[config.mk]
export PLATFORM = sky130hd
export DESIGN_NAME = contador_arbitro
export DESIGN_NICKNAME = d
export VERILOG_FILES = /design/src/rtl/contador_pkg.sv /design/src/rtl/contador_passo.sv /design/src/rtl/contador_arbitro.sv
export SDC_FILE = /design/constraint.sdc
export NUM_CORES = 1
export LEC_CHECK = 0
export ABC_AREA = 1
export BUFFER_PORTS_ARGS = -buffer_cell sky130_fd_sc_hd__buf_2
export CAP_MARGIN = 20
export CORE_MARGIN = 2
export CORE_UTILIZATION = 55
export CTS_BUF_LIST = sky130_fd_sc_hd__clkbuf_2 sky130_fd_sc_hd__clkbuf_4 sky130_fd_sc_hd__clkbuf_8
export DETAILED_ROUTE_END_ITERATION = 7
export GPL_TIMING_DRIVEN = 0
export PLACE_DENSITY_LB_ADDON = 0.08
export SLEW_MARGIN = 25
export SYNTH_ARGS = -nofsm -noshare
export SYNTH_HDL_FRONTEND = slang
export SYNTH_SLANG_ARGS = --single-unit
[constraint.sdc]
create_clock -name clk_2 -period 2.7 [get_ports clk_2]
set_input_delay 0 -clock clk_2 [delete_from_list [all_inputs] [get_ports clk_2]]
set_output_delay 0 -clock clk_2 [all_outputs]
set_load 0.05 [all_outputs]
[src/rtl/contador_pkg.sv]
// Shared types and constants for the round-robin arbitrated step counter.
package contador_pkg;

  localparam int NBITS_CONTAGEM     = 4;
  localparam int ENTRADA            = 1;
  localparam int ENTRADA_DECREMENTO = 3;

  typedef enum logic [1:0] {
    OCIOSO  = 2'd0,
    CARREGA = 2'd1,
    CONTA   = 2'd2,
    FIM     = 2'd3
  } estado_t;

endpackage

[src/rtl/contador_passo.sv]
// Combinational next-value for one counter step: direction, step size (1 or 3),
// and wrap or clamp at the range limits.
module contador_passo #(
  parameter int NBITS = contador_pkg::NBITS_CONTAGEM
) (
  input  logic [NBITS-1:0] i_valor,
  input  logic             i_decrescente,
  input  logic             i_passo3,
  input  logic             i_satura,
  output logic [NBITS-1:0] o_proximo
);
  import contador_pkg::*;

  logic [NBITS:0] w_passo;
  logic [NBITS:0] w_soma;
  logic [NBITS:0] w_dif;

  // one extra bit catches carry (up) or borrow (down) for the clamp decision
  assign w_passo = i_passo3 ? (NBITS+1)'(ENTRADA_DECREMENTO) : (NBITS+1)'(ENTRADA);
  assign w_soma  = {1'b0, i_valor} + w_passo;
  assign w_dif   = {1'b0, i_valor} - w_passo;

  always_comb begin
    o_proximo = '0;
    if (i_decrescente) begin
      o_proximo = (i_satura && w_dif[NBITS]) ? '0 : w_dif[NBITS-1:0];
    end else begin
      o_proximo = (i_satura && w_soma[NBITS]) ? '1 : w_soma[NBITS-1:0];
    end
  end

endmodule

[src/rtl/contador_arbitro.sv]
// Two-requester round-robin arbiter owning a shared step counter; each granted
// run loads a start value and applies a programmed number of steps.
//
// state   | meaning
// OCIOSO  | idle, waiting for any req; grant and latch commands on exit
// CARREGA | load counter with start value and remaining-step count
// CONTA   | one step per non-frozen cycle until remaining reaches zero
// FIM     | done pulse on granted bit, release grant, record last served
module contador_arbitro #(
  parameter int NBITS_CONTAGEM = contador_pkg::NBITS_CONTAGEM,
  parameter int NBITS_PASSOS   = 4
) (
  input  logic                        clk_2,
  input  logic                        reset_n,
  input  logic [1:0]                  req,
  input  logic [1:0]                  cmd_decrescente,
  input  logic [1:0]                  cmd_passo3,
  input  logic [1:0]                  cmd_satura,
  input  logic [2*NBITS_CONTAGEM-1:0] cmd_inicio,
  input  logic [2*NBITS_PASSOS-1:0]   cmd_passos,
  input  logic                        congela,
  output logic [1:0]                  gnt,
  output logic [1:0]                  done,
  output logic                        ocupado,
  output logic [NBITS_CONTAGEM-1:0]   contagem,
  output logic [NBITS_CONTAGEM-1:0]   resultado
);
  import contador_pkg::*;

  localparam int NC = NBITS_CONTAGEM;
  localparam int NP = NBITS_PASSOS;

  estado_t         r_estado;
  estado_t         w_proximo_estado;
  logic [1:0]      r_gnt;
  logic            r_ultimo;
  logic            r_decrescente;
  logic            r_passo3;
  logic            r_satura;
  logic [NC-1:0]   r_inicio;
  logic [NP-1:0]   r_passos;
  logic [NP-1:0]   r_restante;
  logic [NC-1:0]   r_contagem;
  logic [NC-1:0]   r_resultado;
  logic [NC-1:0]   w_passo_valor;
  logic            w_idx;
  logic [1:0]      w_gnt_novo;

  // contention goes to whoever was not served last; a lone requester always wins
  always_comb begin
    w_idx = req[1];
    if (req == 2'b11) begin
      w_idx = ~r_ultimo;
    end
  end

  assign w_gnt_novo = w_idx ? 2'b10 : 2'b01;

  contador_passo #(
    .NBITS(NC)
  ) u_passo (
    .i_valor       (r_contagem),
    .i_decrescente (r_decrescente),
    .i_passo3      (r_passo3),
    .i_satura      (r_satura),
    .o_proximo     (w_passo_valor)
  );

  always_ff @(posedge clk_2 or negedge reset_n) begin
    if (!reset_n) begin
      r_estado <= OCIOSO;
    end else begin
      r_estado <= w_proximo_estado;
    end
  end

  always_comb begin
    w_proximo_estado = r_estado;
    case (r_estado)
      OCIOSO:  if (|req) w_proximo_estado = CARREGA;
      CARREGA: w_proximo_estado = (r_passos == '0) ? FIM : CONTA;
      CONTA:   if (!congela && r_restante == NP'(1)) w_proximo_estado = FIM;
      FIM:     w_proximo_estado = OCIOSO;
      default: w_proximo_estado = OCIOSO;
    endcase
  end

  // resultado is captured on the edge into FIM so it is already valid alongside done
  always_ff @(posedge clk_2 or negedge reset_n) begin
    if (!reset_n) begin
      r_gnt         <= '0;
      r_ultimo      <= 1'b1;
      r_decrescente <= 1'b0;
      r_passo3      <= 1'b0;
      r_satura      <= 1'b0;
      r_inicio      <= '0;
      r_passos      <= '0;
      r_restante    <= '0;
      r_contagem    <= '0;
      r_resultado   <= '0;
    end else begin
      case (r_estado)
        OCIOSO: begin
          if (|req) begin
            r_gnt         <= w_gnt_novo;
            r_decrescente <= cmd_decrescente[w_idx];
            r_passo3      <= cmd_passo3[w_idx];
            r_satura      <= cmd_satura[w_idx];
            r_inicio      <= w_idx ? cmd_inicio[2*NC-1:NC] : cmd_inicio[NC-1:0];
            r_passos      <= w_idx ? cmd_passos[2*NP-1:NP] : cmd_passos[NP-1:0];
          end
        end
        CARREGA: begin
          r_contagem <= r_inicio;
          r_restante <= r_passos;
          if (r_passos == '0) begin
            r_resultado <= r_inicio;
          end
        end
        CONTA: begin
          if (!congela) begin
            r_contagem <= w_passo_valor;
            r_restante <= r_restante - NP'(1);
            if (r_restante == NP'(1)) begin
              r_resultado <= w_passo_valor;
            end
          end
        end
        FIM: begin
          r_gnt    <= '0;
          r_ultimo <= r_gnt[1];
        end
        default: r_gnt <= '0;
      endcase
    end
  end

  assign gnt       = r_gnt;
  assign done      = (r_estado == FIM) ? r_gnt : 2'b00;
  assign ocupado   = (r_estado != OCIOSO);
  assign contagem  = r_contagem;
  assign resultado = r_resultado;

endmodule

# == Word-level counts from Yosys, hierarchy flattened ==
# Cells that the tools add are included.
# totals
word_cells,70
input_bits,27
regBits,28
# op_classes
eq_ne,10
order_cmp,1
n_reduce_logical,15
muxes,29
bitwise,1
addsub,3
# ops
op,n
$mux 4,10
$pmux 4 s2,3
$mux 2,6
$ne 2x2->1 const B,5
$mux 1,8
$pmux 2 s4,1
$reduce_and 2->1,4
$eq 2x2->1 const B,3
$reduce_bool 2->1,3
$add 4x5->5,1
$sub 4x5->5,1
$eq 4x1->1 const B,1
$logic_not 4->1,1
$pmux 2 s2,1
$reduce_and 4->1,1
$sub 4x1->4 const B,1
$logic_and 1x1->1,3
$eq 2x1->1 const B,1
$logic_not 2->1,1
$lt 1x2->1 const B,1
$reduce_or 2->1,1
$logic_not 1->1,1
$not 1->1,1

# == Logic depth before layout (Yosys ltp) ==
# Gate-level depths: netlist of run 1.
# depth
depth_word,8
mapped_depth,10
mapped_depth_nobuf,10

# == Hierarchy ==
# A second synthesis of run 1 with hierarchy kept.
# unflattened
hier_cells,233
area_unflattened_um2,1754.2
# modules_own_cells
mod,instances,cells_per_inst,area_per_inst_um2
contador_arbitro,1,188,1471.4
contador_passo,1,45,282.8

# == Worst setup path after synthesis of run 1 ==
# OpenSTA, ideal clock, no wires.
# synth_path
kind,reg-to-reg
startpoint,"reg r_contagem[0], in the netlist contagem[0]"
endpoint,"reg r_resultado[2], in the netlist resultado[2]"
stages_incl_launch_ff,9
period_less_slack_ns,1.891
arrival_ns,1.760
path_buffers,0
required_time_ns,2.570
slack_ns,0.809
cell_sequence,dfrtp_1 > inv_1 > fa_1 > nor2_1 > nand2_1 > nand2_1 > nand3_1 > o21ai_0 > o21ai_0
# synth_between
elab_chain_cells,7
# synth_rtl
element,line_no,text
start: declaration,contador_arbitro.sv:43,logic [NC-1:0] r_contagem;
start signal: assignment,contador_arbitro.sv:114,r_contagem <= r_inicio;
start signal: assignment,contador_arbitro.sv:122,r_contagem <= w_passo_valor;
$add 4x5->5 / $sub 4x5->5 (equally long branches),"contador_passo.sv:20, contador_passo.sv:21",
"$logic_and 1x1->1, on equally long branches","contador_passo.sv:28, contador_passo.sv:26",
"$mux 4, on equally long branches","contador_passo.sv:28, contador_passo.sv:26",
$mux 4 (*),contador_passo.sv:25,if (i_decrescente) begin
$mux 4 (*),contador_arbitro.sv:124,if (r_restante == NP'(1)) begin
$mux 4 (*),contador_arbitro.sv:121,if (!congela) begin
$pmux 4 s2 (*),contador_arbitro.sv:102,case (r_estado)
end signal: assignment,contador_arbitro.sv:117,r_resultado <= r_inicio;
end signal: assignment,contador_arbitro.sv:125,r_resultado <= w_passo_valor;
end: declaration,contador_arbitro.sv:44,logic [NC-1:0] r_resultado;
# Mark *: on every way between the ends. The rest lies on a longest branch, timed or not. The select of a mux whose other input is x is not followed.
# A chain may end at the register's enable or synchronous reset.

# == Worst setup path after layout of run 1 ==
# layout_path
startpoint,reg r_estado[0]
endpoint,reg r_satura
# layout_between
elab_chain_cells,2
# layout_rtl
element,line_no,text
start: declaration,contador_arbitro.sv:33,estado_t r_estado;
start signal: assignment,contador_arbitro.sv:73,r_estado <= w_proximo_estado;
$logic_not 2->1,contador_arbitro.sv:102,
$reduce_and 2->1 (no line),--,
end signal: assignment,contador_arbitro.sv:108,r_satura <= cmd_satura[w_idx];
end: declaration,contador_arbitro.sv:39,logic r_satura;
# Every way passes these cells.

==> results of run 1 <==
-- routing by layer --
layer / up-vias / global-route usage (%)
li1: 838 / -
met1: 763 / 33.5
met2: 59 / 43.5
met3: 8 / 4.33
met4: 0 / 11.4
met5: - / 0
-- state kept, by name (all words and copies together) (netlist names) --
register and flops:
contagem 4, gnt 2, r_decrescente 1, r_estado 2
r_inicio 4, r_passo3 1, r_passos 4, r_restante 4
r_satura 1, r_ultimo 1, resultado 4
-- stage by stage --
stage	total power, W	area, sq um
floorplan	0.00194	1730
global placement	0.00226	1980
detailed placement	0.00229	1980
CTS	0.00265	2240
global route	0.00294	2240
finish	0.00268	2240
-- final timing paths --
path,startpoint,to,slack [ns],cells past startpoint
setup reg to reg,r_estado[0],r_satura,0.43,7
hold reg to reg,r_ultimo,r_ultimo,0.48,2
setup / recovery,r_estado[0],r_satura,0.43,7
min in group asynchronous,reset_n,resultado[1],0.21,2
hold / removal,req[0],gnt[1],0.04,4
max in group asynchronous,reset_n,r_passos[3],2.08,2
-- timing repair --
item / in CTS / in global routing
endpoints found under the hold margin: 38 / 0
hold buffers: 23 / 0
endpoints found under the setup margin: 0 / 0
-- power breakdown --
part | internal (W) | switching (W) | leakage (nW)
sequential | 0.000621 | 0.000162 | 0.345
combinational | 0.000638 | 0.00106 | 0.835
clock | 0.0000680 | 0.000125 | 0.0184
total | 0.00133 | 0.00135 | 1.20
-- worst max-delay path, cell delays in order (launching register included) --
cell and delay (ns):
dfrtp_1 0.43, inv_1 0.10, ha_1 0.30, o21ai_2 0.14, clkbuf_1 0.41, nand2_1 0.18
o211ai_2 0.11, dlygate4sd3_1 0.56
-- cell usage after synthesis, types with 3 or more instances --
library cell	number
a21oi_1	7
dfrtp_1	27
o21ai_0	14
inv_1	37
clkbuf_1	4
o211ai_1	3
nor2_1	10
nand3_1	31
ha_1	8
o211ai_2	10
nand2_1	51
-- cell families (layout without fill, tap and decap cells) --
kind of cell / after synthesis / after routing / share of synthesized area (%)
simple gates: 96 / 96 / 23.6
flops: 28 / 28 / 40.5
xor+xnor: 1 / 1 / 0.506
fa+ha+maj: 10 / 10 / 8.09
compound gates: 40 / 40 / 17.1
buf+inv: 44 / 110 / 10.1
-- area by class of cell --
| type | count | area share (%) |
|---|---|---|
| clock buffer | 4 | 1.34 |
| inverter | 37 | 6.19 |
| timing repair buffer | 62 | 19.0 |
| multi-input combinational | 147 | 38.1 |
| buffer | 7 | 1.62 |
| sequential | 28 | 31.3 |
| tap | 44 | 2.46 |
==> metrics.txt, run 1 <==
DP HPWL=2700 microns; routed wl met2=1990 microns; Post-Syn Instances=219; final period utilization=84.1%; Synth cell types=24; core footprint=3030 sq um; drt total wl=4140 microns; Detail Route Antenna Nets=0; crit end category=flip-flop; Worst setup SP type=flip-flop; maxcap violations=0; highest clock rate=441 MHz; clock transition at the registers of the reported paths=0.15 ns; share of layout cells above drive strength 1=21.1%; first-pass GRT wire length=7040 microns; H-Tree Depth=1; setup repair after global routing missed its margin=no; Tot GR Track Use=26.2%; Vias=1668; Worst EP arrival=2.56 ns; wire length on met3=177 microns; cts bufs inserted=3; final core utilization=74.0%; Setup-failing EPs final=0; CP required=2.99 ns; register area share after synthesis=40.5%; leak pwr=1.20 nW; initial antenna violation count=0; asr flop ratio synth=100%; cts repair resizes=0; post-synth top area share=39.0%; CTS tree=yes; vias in the first global route=1611; fillers=251; largest net degree at the start of global routing=29; ant diodes=0; number of flops mapped to enable cells by yosys=0; maximum clock insertion buffer count=2; Reg area=702 sq um; Final GP Congestion=0.777; Final Max Slew Viols=0; hold slack=0.0389 ns; Sink Count=28; final setup TNS=0 ns; slew of the pin with the lowest slew margin=0.641 ns; WL met1=1900 microns; Final Hold Violating Endpoints=0; Non-Filler Instances=329; CP Max Fanout=10; commonest cells after routing, fill and taps aside=nand2_1 (51), buf_2 (41), inv_1 (37); area leader, netlist=dfrtp_1; top post-synthesis cells by area=dfrtp_1 (39%), nand2_1 (11%), nand3_1 (9.0%); post-CTS setup repair buffer count=0; IO Count=40; worst vdd ir=626 uV; post-placement cell count=302; mapped cell area=1730 sq um; port bufs=39; Multi-input gate area=855 sq um; routed wire length per instance=12.6 microns; prevailing post-synth register cell=dfrtp_1; Avg Inst Size Synth=7.91 sq um; PwrDens=1190 nW/um^2; YS warnings=0; fin worst setup slack=0.430 ns; Detailed Route Iter0 Violations=104; Final #Nets=323; Die X=60.1 microns; Clock Latency Late Sink=0.33 ns; Remaining Overflow, GRT=0; pre-CTS setup slack=0.947 ns; Initial Util=57.2%; die area=3610 sq um; Core Rows=20; post-layout min period=2.27 ns; Setup CP Type=flip-flop to flip-flop; syn nets=256; commonest non-fill, non-tap cell in the layout=nand2_1; highest routed layer=met4; die extent in y=60.1 microns; #FFs+latches synth=28; Syn-to-layout area delta=29.5%; First-pass DRT Iterations=4; Slew headroom=57.3%; hold crit path type=input port to flip-flop; Via density=5.07; DR DRC count=0; Max Clock Skew=0.00536 ns; clk root buf=clkbuf_4; status=complete, no violations
No activity file was read; power rests on OpenSTA's default activity.
==> run 2: changes to the inputs <==
CORE_UTILIZATION = 50   (was 55)
clock period = 1.9 ns   (was 2.7 ns; I/O delays follow)
==> run 2 against run 1 <==
Sequential cell count unchanged. Core utilization decreased by 6.0 points. Routed wire length decreased by 3.2%. Non-clock buffer count unchanged. Clock-buffer cell count decreased by 1. Register-to-register slack got worse by 0.27 ns. Highest routed layer unchanged. Largest cell class unchanged. Maximum frequency increased by 30%. Via count decreased by 1.6%. Final area increased by 1.2%. Clock skew increased by 0.011 ns. Combinational power increased by 28%. Die area increased by 9.3%.
==> metrics.txt, run 2 (same netlist as run 1, synthesis figures left out) <==
Detailed Route Iter0 Violations=85 (was 104); H-Tree Depth=1 (unchanged); CTS tree=yes (unchanged); Final #Nets=323 (unchanged); IO Count=40 (unchanged); Final GP Congestion=0.834 (was 0.777); Core Rows=21 (was 20); first-pass GRT wire length=7090 microns (was 7040 microns); Final Max Slew Viols=0 (unchanged); cts bufs inserted=3 (unchanged); CP required=2.11 ns (was 2.99 ns); Worst EP arrival=1.95 ns (was 2.56 ns); Syn-to-layout area delta=31.1% (was 29.5%); hold crit path type=input port to flip-flop (unchanged); setup repair after global routing missed its margin=no (unchanged); die area=3950 sq um (was 3610 sq um); Setup-failing EPs final=0 (unchanged); Die X=62.9 microns (was 60.1 microns); ant diodes=0 (unchanged); final period utilization=91.7% (was 84.1%); core footprint=3340 sq um (was 3030 sq um); fillers=295 (was 251); commonest cells after routing, fill and taps aside=nand2_1 (51), buf_2 (41), inv_1 (36) (was nand2_1 (51), buf_2 (41), inv_1 (37)); Final Power=0.00367 W (was 0.00268 W); vias in the first global route=1583 (was 1611); Tot GR Track Use=22.4% (was 26.2%); highest clock rate=574 MHz (was 441 MHz); die extent in y=62.9 microns (was 60.1 microns); drt total wl=4000 microns (was 4140 microns); Final Hold Violating Endpoints=0 (unchanged); routed wire length per instance=12.1 microns (was 12.6 microns); Clock Latency Late Sink=0.33 ns (about the same); R2R depth=8 (was 7); crit end category=flip-flop (unchanged); DR DRC count=0 (unchanged); DP HPWL=2780 microns (was 2700 microns); share of layout cells above drive strength 1=22.1% (was 21.1%); Via density=4.96 (was 5.07); Initial Util=51.9% (was 57.2%); Sink Count=28 (unchanged); maximum clock insertion buffer count=2 (unchanged); status=complete, no violations (unchanged); Remaining Overflow, GRT=0 (unchanged); final setup TNS=0 ns (unchanged); post-CTS setup repair buffer count=0 (unchanged); Slew headroom=59.5% (was 57.3%); Max Clock Skew=0.0168 ns (was 0.00536 ns); Worst setup SP type=flip-flop (unchanged); port bufs=39 (unchanged); largest net degree at the start of global routing=29 (unchanged); commonest non-fill, non-tap cell in the layout=nand2_1 (unchanged); slew of the pin with the lowest slew margin=0.607 ns (was 0.641 ns); clk root buf=clkbuf_4 (unchanged); Setup CP Type=flip-flop to flip-flop (unchanged); leak pwr=1.20 nW (about the same); worst vdd ir=760 uV (was 626 uV); maxcap violations=0 (unchanged); FF-to-FF setup slack=0.16 ns (was 0.43 ns); clock transition at the registers of the reported paths=0.16 ns (was 0.15 ns); Detail Route Antenna Nets=0 (unchanged); PwrDens=1620 nW/um^2 (was 1190 nW/um^2); CP Max Fanout=3 (was 10); post-layout min period=1.74 ns (was 2.27 ns); Vias=1642 (was 1668); hold path depth=4 (unchanged); initial antenna violation count=0 (unchanged); First-pass DRT Iterations=4 (unchanged)
[run 2: changes by cell type in the layout (fill, tap and decap cells not counted), sizes merged]
cell,delta
clkbuf,-1
bufinv,+1
[run 2: routing by layer]
metal | part of all wire, % | vias to the layer above | GRT usage, %
met5 | 0 | - | 0
met1 | 48 | 735 | 29.0
li1 | - | 853 | -
met2 | 46 | 52 | 38.7
met4 | 0.60 | 0 | 5.00
met3 | 5.9 | 2 | 4.32
[run 2: report_power, final]
part / internal, W / total (W) / switching [W] / leakage [nW]
logic: 0.000736 / 0.00217 / 0.00143 / 0.826
registers: 0.000887 / 0.00112 / 0.000232 / 0.343
clock network: 0.000213 / 0.000388 / 0.000174 / 0.0279
[run 2: final timing paths]
kind	end	start
setup reg to reg	contagem[2]	r_passo3
setup / recovery	contagem[2]	r_passo3
max in group asynchronous	contagem[0]	reset_n
hold / removal	gnt[1]	req[0]
min in group asynchronous	r_passos[2]	reset_n
hold reg to reg	r_ultimo	r_ultimo
[run 2: worst max-delay path, cell delays in order (launching register included)]
cell     delay, ns
dfrtp_1       0.43
inv_1         0.11
fa_1          0.42
nor2_1        0.14
nand2_1       0.11
nand3_1       0.08
nand3_1       0.06
o21ai_0       0.15
o21ai_0       0.12
[run 2: final cells by class]
class | count | area, sq um | area share (%)
Buffer | 7 | 36.3 | 1.60
Clock buffer | 3 | 22.5 | 0.992
Clock inverter | 1 | 30.0 | 1.32
Inverter | 37 | 139 | 6.12
Multi-Input combinational cell | 147 | 855 | 37.7
Sequential cell | 28 | 704 | 31.0
Tap cell | 46 | 57.6 | 2.54
Timing Repair Buffer | 62 | 425 | 18.7
[run 2: metrics by stage]
step	util, %	cells	setup slack [ns]	instance area (sq um)	hold slack, ns
final	68.0	331	0.157	2270	0.0126
after CTS	67.9	331	0.114	2270	0.00853
after floorplan	-	219	0.00941	1730	-0.296
after global routing	68.0	331	0.00799	2270	0.0429
after global placement	59.5	304	0.175	1980	0.0546
after detailed placement	59.5	304	0.155	1980	0.0496
[run 2: what timing repair did]
item                                    4_1_cts  5_1_grt
hold endpoints to repair                     38        0
endpoints found under the setup margin        0        5
hold buffers                                 23        0
resized for setup                             0        3
